<file path="src/rtl/mem_stage.sv">
// rtl/mem_stage.sv - memory-access pipeline stage: load extraction, read-data hold, WB/ID buses
module mem_stage (
  input  logic         clk,
  input  logic         resetn,
  input  logic         ex_to_mem_valid,
  input  logic [156:0] ex_to_mem_bus,
  output logic         mem_allowin,
  input  logic [31:0]  data_sram_rdata,
  input  logic         wb_allowin,
  output logic         mem_to_wb_valid,
  output logic [150:0] mem_to_wb_bus,
  output logic [38:0]  mem_to_id_bus,
  input  logic         ertn_flush
);

  typedef struct packed {
    logic [31:0] pc;
    logic        res_from_mem;
    logic        rf_we;
    logic [4:0]  rf_waddr;
    logic [31:0] alu_result;
    logic [31:0] rkd_value;
    logic [1:0]  addr_lo;
    logic        op_b;
    logic        op_h;
    logic        op_u;
    logic        csr_re;
    logic        csr_we;
    logic [13:0] csr_num;
    logic [31:0] csr_wmask;
    logic        ertn_flush;
  } ex_mem_t;

  ex_mem_t     payload_q, payload_d;
  logic        mem_valid_q, mem_valid_d;
  logic [31:0] rdata_buf_q, rdata_buf_d;
  logic        rdata_buf_vld_q, rdata_buf_vld_d;

  logic        mem_ready_go;
  logic        leave;
  logic [31:0] rd_word;
  logic [7:0]  ld_byte;
  logic [15:0] ld_half;
  logic [31:0] load_result;
  logic [31:0] rf_wdata;
  logic        out_rf_we;

  // Single-cycle stage: it can always hand on what it holds.
  assign mem_ready_go    = 1'b1;
  assign mem_allowin     = ~mem_valid_q | (mem_ready_go & wb_allowin);
  assign mem_to_wb_valid = mem_valid_q;
  assign leave           = mem_valid_q & mem_ready_go & wb_allowin;

  // Next-state for the valid bit, payload latch and the SRAM read-data hold buffer.
  always_comb begin
    mem_valid_d     = mem_valid_q;
    payload_d       = payload_q;
    rdata_buf_d     = rdata_buf_q;
    rdata_buf_vld_d = rdata_buf_vld_q;

    if (ertn_flush) begin
      mem_valid_d = 1'b0;
    end else if (mem_allowin) begin
      mem_valid_d = ex_to_mem_valid;
    end

    if (ex_to_mem_valid & mem_allowin) begin
      payload_d = ex_to_mem_bus;
    end

    // SRAM data is only valid in the first cycle of a load; keep a copy for stalls.
    if (mem_valid_q & payload_q.res_from_mem & ~rdata_buf_vld_q) begin
      rdata_buf_d     = data_sram_rdata;
      rdata_buf_vld_d = 1'b1;
    end
    if (leave | ertn_flush) begin
      rdata_buf_vld_d = 1'b0;
    end
  end

  // Stage state registers.
  always_ff @(posedge clk or negedge resetn) begin
    if (!resetn) begin
      mem_valid_q     <= 1'b0;
      payload_q       <= '0;
      rdata_buf_q     <= 32'd0;
      rdata_buf_vld_q <= 1'b0;
    end else begin
      mem_valid_q     <= mem_valid_d;
      payload_q       <= payload_d;
      rdata_buf_q     <= rdata_buf_d;
      rdata_buf_vld_q <= rdata_buf_vld_d;
    end
  end

  // Byte/half selection and sign or zero extension of the load word.
  always_comb begin
    rd_word = rdata_buf_vld_q ? rdata_buf_q : data_sram_rdata;
    case (payload_q.addr_lo)
      2'd0:    ld_byte = rd_word[7:0];
      2'd1:    ld_byte = rd_word[15:8];
      2'd2:    ld_byte = rd_word[23:16];
      default: ld_byte = rd_word[31:24];
    endcase
    ld_half = payload_q.addr_lo[1] ? rd_word[31:16] : rd_word[15:0];

    if (payload_q.op_b) begin
      load_result = {{24{~payload_q.op_u & ld_byte[7]}}, ld_byte};
    end else if (payload_q.op_h) begin
      load_result = {{16{~payload_q.op_u & ld_half[15]}}, ld_half};
    end else begin
      load_result = rd_word;
    end

    rf_wdata = payload_q.res_from_mem ? load_result : payload_q.alu_result;
  end

  // Output buses; write enables are gated so an empty stage never looks like a write.
  always_comb begin
    out_rf_we     = payload_q.rf_we & mem_valid_q;
    mem_to_wb_bus = {payload_q.pc,
                     out_rf_we,
                     payload_q.rf_waddr,
                     rf_wdata,
                     payload_q.csr_re,
                     payload_q.csr_we & mem_valid_q,
                     payload_q.csr_num,
                     payload_q.csr_wmask,
                     payload_q.rkd_value,
                     payload_q.ertn_flush & mem_valid_q};
    mem_to_id_bus = {out_rf_we,
                     payload_q.rf_waddr,
                     rf_wdata,
                     payload_q.csr_re & mem_valid_q};
  end

endmodule
</file>
<file path="config.mk">
export PLATFORM = sky130hd
export DESIGN_NAME = mem_stage
export DESIGN_NICKNAME = d
export VERILOG_FILES = /design/src/rtl/mem_stage.sv
export SDC_FILE = /design/constraint.sdc
export NUM_CORES = 1
export LEC_CHECK = 0
export ABC_AREA = 1
export BUFFER_PORTS_ARGS = -buffer_cell sky130_fd_sc_hd__buf_2
export CORE_MARGIN = 1
export CORE_UTILIZATION = 25
export DETAILED_ROUTE_END_ITERATION = 8
export PLACE_DENSITY_LB_ADDON = 0.05
export SLEW_MARGIN = 0
export SYNTH_ARGS = -nofsm -noshare
export SYNTH_HDL_FRONTEND = slang
export SYNTH_SLANG_ARGS = --single-unit
</file>
<file path="constraint.sdc">
create_clock -name clk -period 4.5 [get_ports clk]
set_clock_uncertainty 0.15 [all_clocks]
set_input_delay 0.45 -clock clk [delete_from_list [all_inputs] [get_ports clk]]
set_output_delay 0.45 -clock clk [all_outputs]
set_load 0.02 [all_outputs]
</file>
After elaboration in Yosys (flattened, before gate mapping)
Index checks and enable logic that the tools add are counted.
{"block": "word_totals", "reg_bits": 191, "inputBits": 194, "elab_cells": 48}
{"block": "classes", "eq_ne": 2, "mux": 10, "n_bitwise": 15, "reduce_logical": 3}
{"op": "two-way mux 32 bit", "count": 4}
{"op": "one-hot mux 8 bit (3 select lines)", "count": 1}
{"op": "two-way mux 16 bit", "count": 1}
{"op": "AND 1 bit", "count": 10}
{"op": "two-way mux 1 bit", "count": 4}
{"op": "nonzero test 2 bit", "count": 2}
{"op": "inverter 1 bit", "count": 3}
{"op": "== test 2 x 1 -> 1 bit (second input constant)", "count": 1}
{"op": "== test 2 bit (second input constant)", "count": 1}
{"op": "zero test 2 bit", "count": 1}
{"op": "bitwise OR 1 bit", "count": 2}

Longest topological paths before layout
Gate-level depths: netlist of run 1.
{"block": "logic_depth", "word_depth": 6, "depth_mapped": 13}

Least setup slack after synthesis of run 1
OpenSTA, ideal clock, no wires.
{"block": "synth_path", "path_type": "reg2out", "start": "reg rdata_buf_vld_q", "end": "out mem_to_wb_bus[86]", "arrival_ns": 1.817, "slack_ns": 2.083, "stages_incl_launch_ff": 10, "n_path_buf": 4, "cell_sequence": "dfrtp_1 > buf_6 > buf_2 > buf_2 > o21ai_0 > nand2_1 > nand4_1 > nand2_1 > a21oi_1 > buf_4"}
{"block": "synth_between", "elab_chain_len": 5, "elab_cells_between_ends": 6, "cone_classes": "6 x mux"}
{"item": "from (decl)", "line_no": "37", "source": "logic rdata_buf_vld_q, rdata_buf_vld_d;"}
{"item": "from (signal assigned)", "line_no": "92", "source": "rdata_buf_vld_q <= rdata_buf_vld_d;"}
{"item": "two-way mux 32 bit (*)", "line_no": "98", "source": "rd_word = rdata_buf_vld_q ? rdata_buf_q : data_sram_rdata;"}
{"item": "two-way mux 16 bit", "line_no": "105", "source": "ld_half = payload_q.addr_lo[1] ? rd_word[31:16] : rd_word[15:0];"}
{"item": "two-way mux 32 bit", "line_no": "109", "source": "end else if (payload_q.op_h) begin"}
{"item": "two-way mux 32 bit (*)", "line_no": "107", "source": "if (payload_q.op_b) begin"}
{"item": "two-way mux 32 bit (*)", "line_no": "115", "source": "rf_wdata = payload_q.res_from_mem ? load_result : payload_q.alu_result;"}
{"item": "to (decl)", "line_no": "11", "source": "output logic [150:0] mem_to_wb_bus,"}
Every way passes the cells marked *; elsewhere a longest branch is shown, timed or not.

Worst setup path after layout of run 1
{"block": "layout_path", "start": "reg rdata_buf_vld_q", "end": "out mem_to_id_bus[12]"}
{"block": "layout_between", "elab_chain_len": 5, "elab_cells_between_ends": 7, "cone_classes": "6 x mux; 1 x bitwise"}
{"item": "two-way mux 32 bit (*)", "line_no": "98"}
{"item": "one-hot mux 8 bit (3 select lines) / two-way mux 16 bit (equally long branches)", "line_no": "99, 105"}
{"item": "AND 1 bit / two-way mux 32 bit (equally long branches)", "line_no": "108, 109"}
{"item": "two-way mux 32 bit (*)", "line_no": "107"}
{"item": "two-way mux 32 bit (*)", "line_no": "115"}
{"item": "to (decl)", "line_no": "12", "source": "output logic [38:0] mem_to_id_bus,"}
Marks and branches as above.

==> impl_metrics.toml, run 1 <==
[outcome]
outcome = "finished, final reports clean"

[placement]
place_inst = 1729
placed_cell_area_mm2 = 0.01129
gp_congestion = 0.7851
port_buffers = 385
hpwl_um = 24260

[finish]
seq_area_mm2 = 0.004781
stdcell_count = 1763
layout.cell_area.non_filler_mm2 = 0.01188
fill_cells = 4387
drive_gt1_frac = 0.4862
final_nets = 1418
syn2layout_area_growth_pct = 17.61
multiInputGateArea_mm2 = 0.003623

[synth]
ys.flop_type = "dfrtp_1"
synth_xor_area_frac = 0
yosys_warnings = 0
synth_fa_ha_area_frac = 0
yosysSeqAreaShare = 0.4733
synth_fp_nets = 1210
synth_area_leaders = "dfrtp_1, mux2_2, buf_4, nand2_1, o21ai_0"
synthMuxAreaShare = 0.1717
synth_top_family_by_area = "multiplexers"
ys_ff_latch = 191
async_flop_share = 1.000
avgSynthCellArea_um2 = 9.939
synth_cells = 1016
synth_compound_area_frac = 0.05216
synth_top_area_frac = 0.4733
yosysMostFrequentCell = "nand2_1"
synth_cell_types = 31
synthSimpleGateAreaFrac = 0.1331
yosys.area.top_type = "dfrtp_1"
synth_commonest_cells = "nand2_1, dfrtp_1, buf_4, mux2_2, o21ai_0"
synth_edf_count = 0
syn-cell-area_mm2 = 0.01010

[clocking]
htreeDepth = 4
root_buffer = "clkbuf_16"
clk_latency_ns = 0.45
cts_hold_buf = 1
cts_made_buffers = 17
cts_tree = "yes"
clock_sinks = 191
post_cts_buffers = 0
cts.clk_slew.worst_paths_ns = 0.07
clk_path_buf_depth = 2
ctsResizeCount = 0

[worst_setup_path]
startpoint_type = "register"
critPathMaxFanout = 47
reg2reg_to = "rdata_buf_q[23]"
setup.worst_path.end = "mem_to_id_bus[12]"
startpoint = "rdata_buf_vld_q"
required_ns = 3.90
arrival_ns = 2.78
r2r-start = "payload_q[124]"
endpoint_kind = "primary output"
rr_worst_depth = 2
path_class = "reg -> out"
rrSetupSlack_ns = 1.69

[die]
fp.dieW_um = 203.0
dieArea_mm2 = 0.04120
die_h_um = 203.0
start_util = 0.2536
rows = 73
core_area_mm2 = 0.03982
io_pins = 386

[timing]
finalHoldViolCount = 0
final.period_utilization = 0.7520
fmax_mhz = 295.5
worst_slew_pin_slew_ns = 1.121
max_slew_margin = 0.2516
rsz0062_at_grt = "false"
fin_setup_tns_ns = 0
period_minus_slack_ns = 3.384
drv_slew = 0
setup_viol = 0

[pwr]
peakVddDrop_uv = 262.2
powerDensity_mw_per_mm2 = 428.3
p_leak_nw = 6.016

[detailed_routing]
drt_iter0_drc = 357
first_pass_iters = 5
wl_um = 32590
route.detailed.drc = 0
vias = 7395
routedWlPerCell_um = 18.48
drtAntennaViolNets = 0
viasPerCell = 4.195

[grt]
overflow = 0
grt_pass1_vias = 7599
grt_pass1_wl_um = 48620
grt_start_max_net_pins = 89
antenna_found_initial = 11
grt_use_total = 0.1600

[hold_path]
min_from = "ertn_flush"
hp-class = "in -> reg"

[job]
max_cap_violations = 0
[report_power, final]
part	total (W)	internal, W	switching [W]
sequential	0.00212	0.00197	0.000153
combinational	0.00143	0.000529	0.000902
clock	0.00154	0.000811	0.000726
total	0.00509	0.00331	0.00178
[worst min path at each step]
stage	to	cells after the start
finish	mem_to_wb_valid	2
global route	mem_to_wb_valid	2
CTS	payload_q[103]	2
detailed placement	rdata_buf_q[4]	2
global placement	rdata_buf_q[21]	2
floorplan	mem_to_id_bus[33]	0
[registers in the layout, indices dropped and copies added, names as in the netlist]
| register | count |
|---|---|
| mem_to_id_bus | 5 |
| mem_to_wb_bus | 111 |
| mem_to_wb_valid | 1 |
| payload_q | 41 |
| rdata_buf_q | 32 |
| rdata_buf_vld_q | 1 |
[through the flow]
step / hold slack (ns) / setup slack (ns) / power [W] / utilization
after floorplan: 0.004409 / 2.083 / 0.003310 / -
after global placement: 0.3177 / 1.487 / 0.003612 / 0.2835
after detailed placement: 0.3244 / 1.479 / 0.003613 / 0.2835
after CTS: 0.02195 / 0.9625 / 0.005200 / 0.2981
after global routing: 0.03122 / 0.8198 / 0.005402 / 0.2981
final: 0.04920 / 1.116 / 0.005087 / 0.2982
[worst max-delay path, cell delays in order, from the launching register on]
cell,delay (ns)
dfrtp_2,0.86
inv_2,0.19
nand2_1,0.10
o21ai_0,0.15
nand2_1,0.09
nand2_1,0.05
o21ai_0,0.36
inv_1,0.08
a21oi_1,0.23
buf_2,0.21
[cell usage in the layout (no fill, tap or decap), types with 2 or more instances in the layout]
cell	Yosys	routed
buf_2	15	384
a21oi_1	17	17
inv_2	3	3
o21ai_0	55	55
clkbuf_8	0	4
o211ai_1	14	14
nor2_4	2	2
nand2_2	15	14
inv_6	0	3
buf_12	1	2
mux2_2	139	139
diode_2	0	2
clkbuf_16	0	17
nand3_1	15	14
mux2_1	15	15
o21ai_1	6	6
buf_4	163	6
or2_2	10	10
nand2_4	3	3
nor2_1	18	18
clkinv_4	1	3
or2_1	3	3
dfrtp_1	191	190
nand4_1	6	6
nand2_1	242	242
clkinvlp_4	0	3
inv_1	50	50
[layout make-up]
type                            count  area share
Timing Repair Buffer              394      0.1710
Multi-Input combinational cell    566      0.3051
Clock buffer                       21     0.03961
Antenna cell                        2   0.0004214
Clock inverter                     10    0.008533
Sequential cell                   191      0.4025
Inverter                           54     0.01749
Tap cell                          525     0.05531
[layer usage]
metal  global-route usage  vias up  routed length [um]
li1                     -     3546                   -
met1               0.1970     3540               13910
met2               0.2598      251               15570
met3              0.05409       42                2341
met4              0.05505       16                 658
met5                    0        -                 110
[cell families (layout without fill, tap and decap cells)]
family / Yosys count / in the layout
compound gates: 96 / 96
other cells: 0 / 2
buf+inv: 259 / 479
mux: 154 / 154
simple gates: 316 / 316
flops: 191 / 191
(Power assumes the default switching activity.)
==> inputs of run 2 (changes only) <==
- clock period: 4.5 -> 2.8 ns (I/O delays scaled with it)
==> impl_metrics.toml, run 2 (synthesis gave the netlist of run 1 again) <==
[outcome]
outcome = "finished, final reports clean"

[worst_setup_path]
arrival_ns = 2.31
cpPeakStageDelay_ns = 0.45
endpoint_kind = "primary output"
crit_slowest_cell = "dfrtp_2"
path_class = "reg -> out"
required_ns = 2.37
critPathMaxFanout = 34
startpoint_type = "register"
worstPathCellList = "buf_12 > o21ai_1 > or2_2 > nand3_1 > nand2_1 > inv_1 > a21oi_1 > buf_2"

[die]
dieArea_mm2 = 0.04120
rows = 73
io_pins = 386
core_area_mm2 = 0.03982
fp.dieW_um = 203.0
start_util = 0.2536
die_h_um = 203.0

[clocking]
clock_sinks = 191
root_buffer = "clkbuf_16"
clk_latency_ns = 0.45
cts_tree = "yes"
htreeDepth = 4
cts.clk_slew.worst_paths_ns = 0.08
cts_made_buffers = 17
clk_path_buf_depth = 2

[grt]
grt_start_max_net_pins = 59
grt_pass1_vias = 8439
antenna_found_initial = 2
grt_pass1_wl_um = 49940
grt_use_total = 0.1609
overflow = 0

[timing]
setup_ws_ns = 0.05897
worst_slew_pin_slew_ns = 0.6024
whs_ns = 0.01337
setup_viol = 0
max_slew_margin = 0.5980
final.period_utilization = 0.9789
fmax_mhz = 364.8
period_minus_slack_ns = 2.741
finalHoldViolCount = 0
rsz0062_at_grt = "true"
drv_slew = 0

[detailed_routing]
route.detailed.drc = 0
drtAntennaViolNets = 0
viasPerCell = 4.126
routedWlPerCell_um = 16.79
wl_um = 33250
first_pass_iters = 4
vias = 8169
drt_iter0_drc = 259

[finish]
final_cell_mix = "buf_2, nand2_1, dlygate4sd3_1, dfrtp_1, mux2_2"
syn2layout_area_growth_pct = 40.78
final_nets = 1635
largest_reg_flops = 111
final_common_cell = "buf_2"
fill_cells = 4302
drive_gt1_frac = 0.4450
post-route-util = 0.3570

[pwr]
peakVddDrop_uv = 437.9
pwr-share-seq = 0.385
clkPwrFrac = 0.308
p_switching_w = 0.003048
powerDensity_mw_per_mm2 = 616.1
combPwrFrac = 0.307
p_int_w = 0.005710
swShare = 0.3480
p_leak_nw = 6.996

[placement]
hpwl_um = 24480
gp_congestion = 0.7695
place_ws_ns = 0.1381
port_buffers = 385

[job]
max_cap_violations = 0

[hold_path]
hp-class = "in -> reg"
==> run 2: cell count changes in the layout (fill, tap and decap cells not counted), moves of 3 or more <==
cell / delta
clkbuf_8: -3
buf_4: +29
nand2_1: -6
o21ai_0: -11
nand3_4: +3
inv_8: +3
dlygate4sd3_1: +187
buf_2: -9
o21ai_1: +9
buf_12: +6
dfrtp_1: -3
nand2_2: +5
dfrtp_2: +3
==> run 2: final cells by class <==
type / instances / area (um^2) / share of cell area
Inverter: 54 / 207.7 / 0.01461
Antenna cell: 1 / 2.502 / 0.0001760
Clock buffer: 17 / 425.4 / 0.02992
Multi-Input combinational cell: 570 / 3746 / 0.2635
Sequential cell: 191 / 4785 / 0.3366
Tap cell: 525 / 656.9 / 0.04621
Clock inverter: 15 / 197.7 / 0.01391
Timing Repair Buffer: 607 / 4195 / 0.2951
==> run 2: metrics by stage <==
stage	area, um^2	setup TNS, ns	total power [W]	instances
global route	14220	-0.3344	0.009258	1980
finish	14220	0	0.008758	1980
detailed placement	11500	0	0.005851	1749
CTS	14070	0	0.008863	1971
floorplan	10100	0	0.005319	1016
global placement	11500	0	0.005841	1749
==> run 2: path summary, 6_finish.rpt <==
check	from	end	slack [ns]	depth (start not counted)
hold / removal	data_sram_rdata[3]	rdata_buf_q[3]	0.01	3
setup reg to reg	mem_to_wb_valid	mem_to_wb_bus[20]	0.76	4
min in group asynchronous	resetn	rdata_buf_q[10]	0.22	2
max in group asynchronous	resetn	mem_to_wb_bus[148]	1.57	3
hold reg to reg	rdata_buf_q[11]	rdata_buf_q[11]	0.34	2
setup / recovery	rdata_buf_vld_q	mem_to_wb_bus[83]	0.06	8
==> run 2: per-layer routing <==
metal	GRT usage	vias up	share of wire
li1	-	3983	-
met1	0.1973	3913	0.43
met2	0.2745	243	0.49
met3	0.04189	28	0.058
met4	0.04995	2	0.017
met5	0	-	0.00039
==> run 2: worst max-delay path: cells and delay by family (launching register included) <==
kind,cells,cell delay [ns]
AOI/OAI and AO/OA,2,0.61
DFF,1,0.45
buffers and inverters,3,0.44
and+or+nand+nor,3,0.35
==> run 2: power by group through the flow <==
stage	combinational (W)	clock, W	sequential, W
2_1_floorplan	0.00196	0	0.00336
3_3_place_gp	0.00243	0	0.00341
3_5_place_dp	0.00243	0	0.00342
4_1_cts	0.00268	0.00281	0.00337
5_1_grt	0.00294	0.00289	0.00343
6_report	0.00269	0.00270	0.00337
==> run 2: repair_timing <==
item | 4_1_cts | 5_1_grt
pin swaps | 1 | 2
cloned | 2 | 2
hold buffers | 188 | 0
endpoints found under the hold margin | 231 | 0
buffers inserted | 0 | 6
gates resized for setup | 15 | 28
endpoints found under the setup margin | 58 | 60
==> inputs of run 3 (changes only) <==
- CORE_UTILIZATION: 25 -> 44
==> impl_metrics.toml, run 3 (synthesis gave the netlist of run 1 again) <==
[clocking]
cts.clk_slew.worst_paths_ns = 0.08
clk_path_buf_depth = 2
htreeDepth = 4
cts_made_buffers = 17
cts_tree = "yes"
root_buffer = "clkbuf_16"
clock_sinks = 191
clk_latency_ns = 0.44

[timing]
rsz0062_at_grt = "true"
fmax_mhz = 369.0
max_slew_margin = 0.5945
finalHoldViolCount = 0
drv_slew = 0
setup_viol = 0
period_minus_slack_ns = 2.710
final.period_utilization = 0.9678
fin_setup_tns_ns = 0
worst_slew_pin_slew_ns = 0.6018

[finish]
seq_area_mm2 = 0.004782
final_cell_mix = "buf_2, nand2_1, dfrtp_1, dlygate4sd3_1, mux2_2"
final_common_cell = "buf_2"
multiInputGateArea_mm2 = 0.003656
fill_cells = 1999
drive_gt1_frac = 0.4342
diodes = 0
layout.cell_area.non_filler_mm2 = 0.01370
post-route-util = 0.6068
stdcell_count = 1722
largest_reg_flops = 111
syn2layout_area_growth_pct = 35.62
final_nets = 1618

[die]
core_area_mm2 = 0.02257
rows = 55
fp.dieW_um = 153.5
dieArea_mm2 = 0.02356
start_util = 0.4474
io_pins = 386
die_h_um = 153.5

[placement]
placed_cell_area_mm2 = 0.01115
hpwl_um = 19650
gp_congestion = 0.8584
place_inst = 1502
port_buffers = 385

[outcome]
outcome = "finished, final reports clean"

[grt]
grt_pass1_wl_um = 43500
grt_pass1_vias = 8151
antenna_found_initial = 0
overflow = 0
grt_use_total = 0.2356
grt_start_max_net_pins = 72

[hold_path]
min_from = "data_sram_rdata[14]"
hp-class = "in -> reg"
min_to = "rdata_buf_q[14]"
holdPathStages = 3

[pwr]
p_int_w = 0.005469
clkPwrFrac = 0.297
peakVddDrop_uv = 480.5
p_switching_w = 0.002973
pwr-share-seq = 0.401
powerDensity_mw_per_mm2 = 616.4
p_leak_nw = 6.917
swShare = 0.3521
combPwrFrac = 0.302

[detailed_routing]
first_pass_iters = 5
routedWlPerCell_um = 16.09
viasPerCell = 4.670
route.detailed.drc = 0
drtAntennaViolNets = 0
wl_um = 27710
drt_iter0_drc = 363
vias = 8041

[job]
max_cap_violations = 0

[worst_setup_path]
endpoint_kind = "primary output"
startpoint_type = "register"
path_class = "reg -> out"
rr_worst_depth = 4
rrSetupSlack_ns = 0.78
arrival_ns = 2.28
required_ns = 2.37
r2r-start = "mem_to_wb_valid"
critPathMaxFanout = 14
reg2reg_to = "mem_to_wb_bus[50]"
startpoint = "rdata_buf_vld_q"
-- run 3: through the flow --
| step | hold slack (ns) | worst slack (ns) | total power, W |
|---|---|---|---|
| after floorplan | -0.1656 | 0.5532 | 0.005319 |
| after global placement | 0.1895 | 0.3996 | 0.005738 |
| after detailed placement | 0.1779 | 0.3615 | 0.005756 |
| after CTS | 0.0002962 | 0.01078 | 0.008514 |
| after global routing | 0.02452 | -0.06438 | 0.008873 |
| final | 0.008290 | 0.09020 | 0.008442 |
-- run 3: how the worst max path moves through the flow --
stage / endpoint / depth (start not counted)
2_1_floorplan: mem_to_wb_bus[86] / 9
3_3_place_gp: mem_to_id_bus[10] / 12
3_5_place_dp: mem_to_wb_bus[90] / 12
4_1_cts: mem_to_id_bus[2] / 7
5_1_grt: mem_to_id_bus[12] / 7
6_report: mem_to_id_bus[2] / 7
-- run 3: worst max-delay path: stages (launching register included) --
cell       delay (ns)
dfrtp_2          0.51
clkbuf_16        0.21
o21ai_0          0.40
nand2_1          0.09
nand4_1          0.12
nand2_1          0.08
a21oi_1          0.23
buf_2            0.20
-- run 3: area by class of cell --
| class | count | area share |
|---|---|---|
| Clock buffer | 18 | 0.03207 |
| Tap cell | 285 | 0.02604 |
| Clock inverter | 14 | 0.01316 |
| Timing Repair Buffer | 593 | 0.2972 |
| Sequential cell | 191 | 0.3492 |
| Multi-Input combinational cell | 567 | 0.2669 |
| Inverter | 54 | 0.01544 |
-- run 3: power groups by stage --
stage | clock, W | sequential, W | combinational, W
after floorplan | 0 | 0.00336 | 0.00196
after global placement | 0 | 0.00342 | 0.00232
after detailed placement | 0 | 0.00342 | 0.00233
after CTS | 0.00258 | 0.00338 | 0.00255
after global routing | 0.00267 | 0.00344 | 0.00276
final | 0.00250 | 0.00338 | 0.00255
-- run 3: what timing repair did --
action                                  4_1_cts  5_1_grt
endpoints found under the hold margin       250        0
setup buffers                                 0        1
resized for setup                             4       14
endpoints found under the setup margin       30       54
hold buffers                                185        0
cloned                                        1        1
-- run 3: per-layer routing --
layer	global-route usage	part of all wire	up-vias	routed length, um
met1	0.2825	0.41	3807	11300
met3	0.05581	0.055	38	1514
li1	-	-	3950	-
met5	0	0	-	0
met2	0.4149	0.51	246	14220
met4	0.07714	0.024	0	675
